===== config.mk =====
export PLATFORM = sky130hd
export DESIGN_NAME = axil_timer_gpio
export DESIGN_NICKNAME = d
export VERILOG_FILES = /design/src/rtl/axil_timer_gpio.sv
export SDC_FILE = /design/constraint.sdc
export NUM_CORES = 1
export LEC_CHECK = 0
export ABC_AREA = 1
export CAP_MARGIN = 20
export CELL_PAD_IN_SITES_DETAIL_PLACEMENT = 0
export CELL_PAD_IN_SITES_GLOBAL_PLACEMENT = 1
export CORE_ASPECT_RATIO = 1.75
export CORE_UTILIZATION = 40
export CTS_CLUSTER_DIAMETER = 40
export DETAILED_ROUTE_END_ITERATION = 10
export PLACE_DENSITY_LB_ADDON = 0.2
export SETUP_SLACK_MARGIN = 0.5
export SLEW_MARGIN = 20
export SYNTH_ARGS = -nofsm -noshare
export SYNTH_HDL_FRONTEND = slang
export SYNTH_SLANG_ARGS = --single-unit

===== constraint.sdc =====
create_clock -name clk -period 2.8 [get_ports clk]
set_input_delay 0.28 -clock clk [delete_from_list [all_inputs] [get_ports clk]]
set_output_delay 0.28 -clock clk [all_outputs]
set_load 0.01 [all_outputs]

===== src/rtl/axil_timer_gpio.sv =====
`timescale 1ns/1ps
`default_nettype none
// ============================================================================
// Module   : axil_timer_gpio
// Brief    : AXI-lite slave with GPIO out/in registers and a 32-bit compare
//            timer raising a registered interrupt.
// Revision : 1.0  initial release
// ============================================================================
module axil_timer_gpio #(
  parameter int ADDR_BITS = 5,
  parameter int GPIO_W    = 32
) (
  input  logic              clk,
  input  logic              rst,
  input  logic [31:0]       s_axi_awaddr,
  input  logic              s_axi_awvalid,
  output logic              s_axi_awready,
  input  logic [31:0]       s_axi_wdata,
  input  logic [3:0]        s_axi_wstrb,
  input  logic              s_axi_wvalid,
  output logic              s_axi_wready,
  output logic [1:0]        s_axi_bresp,
  output logic              s_axi_bvalid,
  input  logic              s_axi_bready,
  input  logic [31:0]       s_axi_araddr,
  input  logic              s_axi_arvalid,
  output logic              s_axi_arready,
  output logic [31:0]       s_axi_rdata,
  output logic [1:0]        s_axi_rresp,
  output logic              s_axi_rvalid,
  input  logic              s_axi_rready,
  output logic [GPIO_W-1:0] gpio_out,
  input  logic [GPIO_W-1:0] gpio_in,
  output logic              irq
);

  localparam int IDX_W = ADDR_BITS - 2;

  localparam logic [IDX_W-1:0] IDX_GPIO_OUT = IDX_W'(0);
  localparam logic [IDX_W-1:0] IDX_GPIO_IN  = IDX_W'(1);
  localparam logic [IDX_W-1:0] IDX_CTRL     = IDX_W'(2);
  localparam logic [IDX_W-1:0] IDX_COUNT    = IDX_W'(3);
  localparam logic [IDX_W-1:0] IDX_CMP      = IDX_W'(4);
  localparam logic [IDX_W-1:0] IDX_STATUS   = IDX_W'(5);

  localparam logic [1:0] RESP_OKAY   = 2'b00;
  localparam logic [1:0] RESP_SLVERR = 2'b10;

  typedef enum logic [0:0] {WR_IDLE = 1'b0, WR_RESP = 1'b1} wr_state_t;
  typedef enum logic [0:0] {RD_IDLE = 1'b0, RD_DATA = 1'b1} rd_state_t;

  function automatic logic [31:0] merge_bytes(input logic [31:0] old_val,
                                              input logic [31:0] new_val,
                                              input logic [3:0]  strb);
    logic [31:0] res;
    res = old_val;
    for (int i = 0; i < 4; i++) begin
      if (strb[i]) res[8*i +: 8] = new_val[8*i +: 8];
    end
    return res;
  endfunction

  wr_state_t        r_wr_state, w_wr_state_next;
  rd_state_t        r_rd_state, w_rd_state_next;
  logic             r_aw_held, r_w_held;
  logic [IDX_W-1:0] r_awidx;
  logic [31:0]      r_wdata;
  logic [3:0]       r_wstrb;
  logic [1:0]       r_bresp;
  logic [31:0]      r_rdata;
  logic [1:0]       r_rresp;

  logic [GPIO_W-1:0] r_gpio_out, r_gpio_sync1, r_gpio_sync2;
  logic [2:0]        r_ctrl;
  logic [31:0]       r_count, r_cmp;
  logic              r_match, r_irq;

  logic             w_aw_fire, w_w_fire, w_commit, w_ar_fire;
  logic [IDX_W-1:0] w_wr_idx;
  logic [31:0]      w_wr_data;
  logic [3:0]       w_wr_strb;
  logic             w_wr_err;
  logic             w_wr_gpio, w_wr_ctrl, w_wr_count, w_wr_cmp, w_wr_status;
  logic [31:0]      w_gpio_merged;
  logic             w_hit, w_clr_match;
  logic [31:0]      w_count_next;
  logic [31:0]      w_rd_data;
  logic             w_rd_err;
  logic             w_unused;

  assign w_unused = &{1'b0, s_axi_awaddr[31:ADDR_BITS], s_axi_awaddr[1:0],
                      s_axi_araddr[31:ADDR_BITS], s_axi_araddr[1:0]};

  // A channel accepted on an earlier edge is taken from its latch, otherwise
  // straight from the bus so a same-edge AW+W pair commits immediately.
  assign w_wr_idx  = r_aw_held ? r_awidx : s_axi_awaddr[ADDR_BITS-1:2];
  assign w_wr_data = r_w_held  ? r_wdata : s_axi_wdata;
  assign w_wr_strb = r_w_held  ? r_wstrb : s_axi_wstrb;
  assign w_wr_err  = (w_wr_idx > IDX_STATUS);

  always_comb begin
    w_wr_state_next = r_wr_state;
    s_axi_awready   = 1'b0;
    s_axi_wready    = 1'b0;
    s_axi_bvalid    = 1'b0;
    w_aw_fire       = 1'b0;
    w_w_fire        = 1'b0;
    w_commit        = 1'b0;
    case (r_wr_state)
      WR_IDLE: begin
        s_axi_awready = !r_aw_held && !rst;
        s_axi_wready  = !r_w_held && !rst;
        w_aw_fire     = s_axi_awvalid && s_axi_awready;
        w_w_fire      = s_axi_wvalid && s_axi_wready;
        if ((r_aw_held || w_aw_fire) && (r_w_held || w_w_fire)) begin
          w_commit        = 1'b1;
          w_wr_state_next = WR_RESP;
        end
      end
      WR_RESP: begin
        s_axi_bvalid = 1'b1;
        if (s_axi_bready) w_wr_state_next = WR_IDLE;
      end
      default: w_wr_state_next = WR_IDLE;
    endcase
  end

  always_ff @(posedge clk) begin
    if (rst) begin
      r_wr_state <= WR_IDLE;
      r_aw_held  <= 1'b0;
      r_w_held   <= 1'b0;
      r_awidx    <= '0;
      r_wdata    <= '0;
      r_wstrb    <= '0;
      r_bresp    <= RESP_OKAY;
    end else begin
      r_wr_state <= w_wr_state_next;
      if (w_aw_fire) begin
        r_aw_held <= 1'b1;
        r_awidx   <= s_axi_awaddr[ADDR_BITS-1:2];
      end
      if (w_w_fire) begin
        r_w_held <= 1'b1;
        r_wdata  <= s_axi_wdata;
        r_wstrb  <= s_axi_wstrb;
      end
      if (w_commit) r_bresp <= w_wr_err ? RESP_SLVERR : RESP_OKAY;
      if (s_axi_bvalid && s_axi_bready) begin
        r_aw_held <= 1'b0;
        r_w_held  <= 1'b0;
      end
    end
  end

  assign s_axi_bresp = r_bresp;

  assign w_wr_gpio   = w_commit && (w_wr_idx == IDX_GPIO_OUT);
  assign w_wr_ctrl   = w_commit && (w_wr_idx == IDX_CTRL);
  assign w_wr_count  = w_commit && (w_wr_idx == IDX_COUNT);
  assign w_wr_cmp    = w_commit && (w_wr_idx == IDX_CMP);
  assign w_wr_status = w_commit && (w_wr_idx == IDX_STATUS);

  assign w_gpio_merged = merge_bytes(32'(r_gpio_out), w_wr_data, w_wr_strb);

  assign w_hit       = r_ctrl[0] && (r_count == r_cmp);
  assign w_clr_match = w_wr_status && w_wr_strb[0] && w_wr_data[0];

  // Software load of COUNT overrides both increment and auto-reload.
  always_comb begin
    w_count_next = r_count;
    if (r_ctrl[0]) w_count_next = (w_hit && r_ctrl[1]) ? 32'd0 : r_count + 32'd1;
    if (w_wr_count) w_count_next = merge_bytes(r_count, w_wr_data, w_wr_strb);
  end

  always_ff @(posedge clk) begin
    if (rst) begin
      r_gpio_out   <= '0;
      r_gpio_sync1 <= '0;
      r_gpio_sync2 <= '0;
      r_ctrl       <= '0;
      r_count      <= '0;
      r_cmp        <= '0;
      r_match      <= 1'b0;
      r_irq        <= 1'b0;
    end else begin
      r_gpio_sync1 <= gpio_in;
      r_gpio_sync2 <= r_gpio_sync1;
      if (w_wr_gpio) r_gpio_out <= w_gpio_merged[GPIO_W-1:0];
      if (w_wr_ctrl && w_wr_strb[0]) r_ctrl <= w_wr_data[2:0];
      if (w_wr_cmp) r_cmp <= merge_bytes(r_cmp, w_wr_data, w_wr_strb);
      r_count <= w_count_next;
      if (w_hit) r_match <= 1'b1;
      else if (w_clr_match) r_match <= 1'b0;
      r_irq <= r_match && r_ctrl[2];
    end
  end

  assign gpio_out = r_gpio_out;
  assign irq      = r_irq;

  always_comb begin
    w_rd_data = '0;
    w_rd_err  = 1'b0;
    case (s_axi_araddr[ADDR_BITS-1:2])
      IDX_GPIO_OUT: w_rd_data = 32'(r_gpio_out);
      IDX_GPIO_IN:  w_rd_data = 32'(r_gpio_sync2);
      IDX_CTRL:     w_rd_data = {29'd0, r_ctrl};
      IDX_COUNT:    w_rd_data = r_count;
      IDX_CMP:      w_rd_data = r_cmp;
      IDX_STATUS:   w_rd_data = {31'd0, r_match};
      default:      w_rd_err  = 1'b1;
    endcase
  end

  always_comb begin
    w_rd_state_next = r_rd_state;
    s_axi_arready   = 1'b0;
    s_axi_rvalid    = 1'b0;
    w_ar_fire       = 1'b0;
    case (r_rd_state)
      RD_IDLE: begin
        s_axi_arready = !rst;
        w_ar_fire     = s_axi_arvalid && s_axi_arready;
        if (w_ar_fire) w_rd_state_next = RD_DATA;
      end
      RD_DATA: begin
        s_axi_rvalid = 1'b1;
        if (s_axi_rready) w_rd_state_next = RD_IDLE;
      end
      default: w_rd_state_next = RD_IDLE;
    endcase
  end

  always_ff @(posedge clk) begin
    if (rst) begin
      r_rd_state <= RD_IDLE;
      r_rdata    <= '0;
      r_rresp    <= RESP_OKAY;
    end else begin
      r_rd_state <= w_rd_state_next;
      if (w_ar_fire) begin
        r_rdata <= w_rd_data;
        r_rresp <= w_rd_err ? RESP_SLVERR : RESP_OKAY;
      end
    end
  end

  assign s_axi_rdata = r_rdata;
  assign s_axi_rresp = r_rresp;

endmodule
`default_nettype wire


# Word level (Yosys, flattened, before mapping)
# Cells that the tools add are included.
dict set report classes {
  addsub 1
  magnitude_cmp 1
  n_eq_ne 14
  muxes 30
  bitwise_logic 2
  n_reduce_logical 41
}
# op count
set ops {}
lappend ops {{case mux 32 bit (6 select lines)} 1}
lappend ops {{two-way mux 32 bit} 4}
lappend ops {{adder 32 x 1 -> 32 bit, second input constant} 1}
lappend ops {{equality test 32 bit} 1}
lappend ops {{two-way mux 8 bit} 4}
lappend ops {{AND reduction 2 bit} 12}
lappend ops {{logical AND 1 bit} 18}
lappend ops {{two-way mux 1 bit} 15}
lappend ops {{equality test 3 x 2 -> 1 bit, second input constant} 4}
lappend ops {{equality test 3 bit, second input constant} 4}
lappend ops {{inequality test 2 bit, second input constant} 4}
lappend ops {{zero test 3 bit} 2}
lappend ops {{OR reduction 6 bit} 1}
lappend ops {{two-way mux 2 bit} 2}
lappend ops {{two-way mux 4 bit} 1}
lappend ops {{case mux 1 bit (2 select lines)} 2}
lappend ops {{nonzero test 2 bit} 2}
lappend ops {{equality test 3 x 1 -> 1 bit, second input constant} 1}
lappend ops {{greater-than comparator 3 bit, second input constant} 1}
lappend ops {{zero test 1 bit} 3}
lappend ops {{two-way mux 3 bit} 1}
lappend ops {{logical OR 1 bit} 2}
lappend ops {{inverter 1 bit} 2}
lappend ops {{OR reduction 2 bit} 1}
dict set report word_totals {
  register_bits 244
  inputBits 139
  output_inout_bits 74
  word_cells 116
}

# Logic depth before layout (Yosys ltp)
dict set report logic_depth {
  depth_word 12
  depth_mapped 15
}

# Worst setup path after synthesis
# OpenSTA, ideal clock, no wires.
dict set report synth_path {
  kind {input -> register}
  startpoint {input rst}
  endpoint {register r_count[24]}
  setup_time_ps 119
  arrival_ps 1589
  required_time_ps 2681
  path_slack_ps 1092
  path_stages 15
  n_path_buf 3
  cell_sequence {buf_6 > inv_2 > nand2_1 > nand2_1 > nand2_2 > nor2_4 > nand4_2 > buf_4 > clkinv_2 > buf_6 > nand2_4 > nand2_4 > inv_2 > a21oi_1 > a21oi_1}
}
dict set report synth_via {
  elab_chain_cells 10
}
# item line
set synth_lines {}
lappend synth_lines {{start, declared} 14} ;# input logic rst,
lappend synth_lines {{zero test 1 bit} {111, 112}}
lappend synth_lines {{logical AND 1 bit (on tied branches)} {111, 112}}
lappend synth_lines {{logical AND 1 bit (on tied branches)} {113, 114}}
lappend synth_lines {{logical OR 1 bit} 115} ;# if ((r_aw_held || w_aw_fire) && (r_w_held || w_w_fire)) begin
lappend synth_lines {{logical AND 1 bit} 115}
lappend synth_lines {{two-way mux 1 bit} 115}
lappend synth_lines {{two-way mux 1 bit} 109} ;# case (r_wr_state)
lappend synth_lines {{logical AND 1 bit} 160} ;# assign w_wr_count = w_commit && (w_wr_idx == IDX_COUNT);
lappend synth_lines {{inequality test 2 bit (no line) / nonzero test 2 bit (equally long branches)} --}
lappend synth_lines {{AND reduction 2 bit (no line)} --}
lappend synth_lines {{end signal, assigned} 192} ;# r_count <= w_count_next;
lappend synth_lines {{end, declared} 75} ;# logic [31:0] r_count, r_cmp;
# Parallel ways exist; a longest one is shown, timed or not.
# A chain may end at the register's enable or synchronous reset.

# Worst setup path in the final report
dict set report layout_path {
  startpoint {register r_w_held}
  endpoint {register r_cmp[25]}
}
dict set report layout_via {
  elab_chain_cells 9
}
# item line
set layout_lines {}
lappend layout_lines {{start, declared} 65} ;# logic r_aw_held, r_w_held;
lappend layout_lines {{start signal, assigned} 132} ;# r_w_held <= 1'b0;
lappend layout_lines {{start signal, assigned} 144} ;# r_w_held <= 1'b1;
lappend layout_lines {{start signal, assigned} 151} ;# r_w_held <= 1'b0;
lappend layout_lines {{zero test 1 bit} 112} ;# s_axi_wready = !r_w_held && !rst;
lappend layout_lines {{logical AND 1 bit} 112}
lappend layout_lines {{logical AND 1 bit} 114} ;# w_w_fire = s_axi_wvalid && s_axi_wready;
lappend layout_lines {{logical OR 1 bit} 115}
lappend layout_lines {{logical AND 1 bit} 115}
lappend layout_lines {{two-way mux 1 bit} 115}
lappend layout_lines {{two-way mux 1 bit} 109}
lappend layout_lines {{logical AND 1 bit} 161} ;# assign w_wr_cmp = w_commit && (w_wr_idx == IDX_CMP);
lappend layout_lines {{AND reduction 2 bit (no line)} --}
lappend layout_lines {{end signal, assigned} 191} ;# if (w_wr_cmp) r_cmp <= merge_bytes(r_cmp, w_wr_data, w_wr_strb);
lappend layout_lines {{end, declared} 75}
# Parallel ways exist; a longest one is shown, timed or not.

==> metrics <==
Clk Latency, worst-skew pair 580 ps; Arr. time, crit path 2580 ps; CTS buffer count 30; met1 GRT Util 31.0%; initial DRC count 528; n_diodes 0; Setup violations, final 0; layer with the highest usage met2; Syn-to-layout area delta 26.3%; Setup TNS 0 ps; Cells after Synth approximately 1,600; first-pass GRT wire length approximately 55,000 µm; Routed Antenna Nets 0; leakage approximately 5.4 nW; I/O pin total 213; Seq/Total Area, Yosys 44.1%; initial antenna violation count 0; Max stage delay cell, worst path dfxtp_1; worst vdd ir 0.463 mV; core area 26,800 µm²; Worst path top cell family by delay simple AND/OR/NAND/NOR gates; Fmax 466 MHz; die width 127 µm; H-Tree Depth 1; Core Util, Final 51.8%; fin crit period 2150 ps; Worst-Margin Slew 865 ps; Post-layout nets around 1,800; Worst path max stage delay 410 ps; Post-Syn Area 11,000 µm²; vias in the first global route 10,000; hpwl dp 24,700 µm; standard-cell rows 79; DR vias 10,500; setup bufs post-CTS 0; Pwr Density 604 nW/µm²; final hold slack 91.6 ps; total of max-cap violations 0; clk_skew 27.6 ps; GR Overflow Total 0; Pre-Repair DR Iteration Count 5; most frequent CP cell nand2_1; post-synthesis register bit count 242; die height ~220 µm; initial core utilization between 40 and 50%; Total GRT Usage 25.2%; Tcrit/Tclk final 76.7%; critical path launch point type flip-flop; RSZ-0062 raised after global routing true; clock net sink count 242; drt wl/cell 16.8 µm; syn avg cell area 6.97 µm²; Synth Warn # 0; Final Hold Vio Count 0; Final Power 0.00838 W; Setup CP Type reg2reg; critical path capture point type flip-flop; # port buffers 152; met3 Use GR 3.14%; pin count of the biggest net entering global routing a little under 80; M2 GR Usage around 45%; worst hold path type in2reg; outcome completed; Yosys cell types 40; GP Congestion 0.896; Worst Path Required 3230 ps; hold buffers post-CTS 0; Post-Route WL between 30,000 and 40,000 µm; detailed-route vias per instance 5.02; Die ar. 28,100 µm²; worst path cell trace inv_4 > nand2_1 > nand2_2 > nor2_4 > nand2_1 > nor2_2 > nand2_1 > o21ai_0 > a21oi_1; Worst-path clk slew roughly 60 ps; Final Slew Violations 0; CTS max path bufs 3; Root Buffer clkbuf_16; share of layout cells above drive strength 1 7.46%; CTS tree done; Worst Path Buf+Inv 1; critical path peak fanout 25; Worst slew margin 42.3%; Post-route DRC 0
[worst min-delay path, cell delays in order]
cell	delay (ps)
buf_4	130
nor3_2	80
nand3_1	70
a21oi_1	60
[synth_stat cells]
cell type | number | area [µm²]
nand3_1 | 67 | 335
nand2_1 | 266 | 998
inv_1 | 242 | 908
o21ai_2 | 6 | 52.6
a31oi_1 | 3 | 18.8
o211ai_1 | 7 | 52.6
a41oi_1 | 1 | 8.76
ha_1 | 1 | 12.5
xnor2_1 | 1 | 8.76
xor2_1 | 11 | 96.3
a21oi_1 | 188 | 941
or2_4 | 1 | 8.76
o21ai_0 | 231 | 1160
o21ai_1 | 11 | 55.1
buf_6 | 6 | 67.6
conb_1 | 1 | 3.75
dfxtp_1 | 242 | 4840
nor2_4 | 1 | 11.3
nand2_4 | 6 | 67.6
o22ai_1 | 34 | 213
nor3_1 | 11 | 55.1
nor2_1 | 116 | 435
nor3_2 | 1 | 10.0
o31ai_1 | 1 | 7.51
a21oi_2 | 5 | 43.8
clkinv_2 | 1 | 5.00
nand4_2 | 1 | 12.5
nand3b_1 | 2 | 15.0
o41ai_1 | 1 | 8.76
nand4_1 | 16 | 100
nor3_4 | 1 | 16.3
or2_2 | 1 | 6.26
buf_1 | 1 | 3.75
buf_2 | 6 | 30.0
buf_4 | 5 | 37.5
inv_2 | 6 | 22.5
nor2_2 | 2 | 12.5
nand2_2 | 7 | 43.8
o2111ai_1 | 1 | 8.76
clkbuf_1 | 65 | 244
[where the power goes]
group | internal, W | switching [W]
clock network | 0.00236 | 0.00164
logic | 0.000283 | 0.000483
registers | 0.00356 | 0.0000508
total | 0.00620 | 0.00218
[through the flow]
step / std cells / area, µm² / setup slack [ps]
floorplan: 1577 / 11000 / 1090
global placement: 2038 / 12800 / 372
global route: 2094 / 13900 / 458
CTS: 2094 / 13900 / 600
finish: 2094 / 13900 / 652
detailed placement: 2038 / 12800 / 325
[metal layers]
layer | part of all wire [%] | vias up
met3 | 5.0 | 61
met5 | 0 | -
met2 | 50 | 318
met1 | 42 | 4737
li1 | - | 5389
met4 | 3.0 | 0
[placed cells by master, fill, tap and decap left out, types with 7 or more instances in the layout]
master and instances:
nand4_1 16, o21ai_0 231, dfxtp_1 241, o211ai_1 7, nor3_1 10, a21oi_1 187
nand2_2 10, o21ai_1 11, xor2_1 11, nand3_1 67, buf_4 27, nor2_1 114
clkbuf_16 30, inv_1 242, nand2_1 263, clkdlybuf4s50_1 151, o22ai_1 34
[cells by family after synthesis]
logic type      synth area share [%]
fa+ha+maj                      0.114
buf+inv                         12.0
compound gates                  23.4
flops                           44.1
simple gates                    19.4
other cells                   0.0342
xor+xnor                       0.957
[flip-flops by register name, indices dropped and copies added, names as in the netlist]
signal and flops:
gpio_out 32, r_wr_state 1, s_axi_rdata 32, r_wstrb 4, r_rd_state 1, r_count 32
s_axi_bresp 1, s_axi_rresp 1, r_aw_held 1, r_gpio_sync2 32, r_gpio_sync1 32, r_ctrl 3
r_match 1, irq 1, r_w_held 1, r_wdata 32, r_awidx 3, r_cmp 32
[path summary, 6_finish.rpt]
kind	end	slack [ps]	cells after the start	start
worst max-delay path	r_cmp[25]	650	9	r_w_held
worst min register to register	r_gpio_sync2[19]	380	2	r_gpio_sync1[19]
worst min-delay path	r_wdata[30]	90	4	rst
worst max register to register	r_cmp[25]	650	9	r_w_held
[what timing repair did]
action / in CTS / in global routing
setup endpoints to repair: 1 / 44
gates resized for setup: 1 / 7
hold endpoints to repair: 0 / 0
[area by class of cell]
class | instances | area [µm²]
inverters | 249 | 938
clock inverters | 20 | 226
fillers | 2709 | 12900
flip-flops and latches | 242 | 4850
multi-input cells | 1003 | 4850
repair buffers | 180 | 1750
clock buffers | 36 | 803
well taps | 364 | 455
No activity file was read; power rests on OpenSTA's default activity.
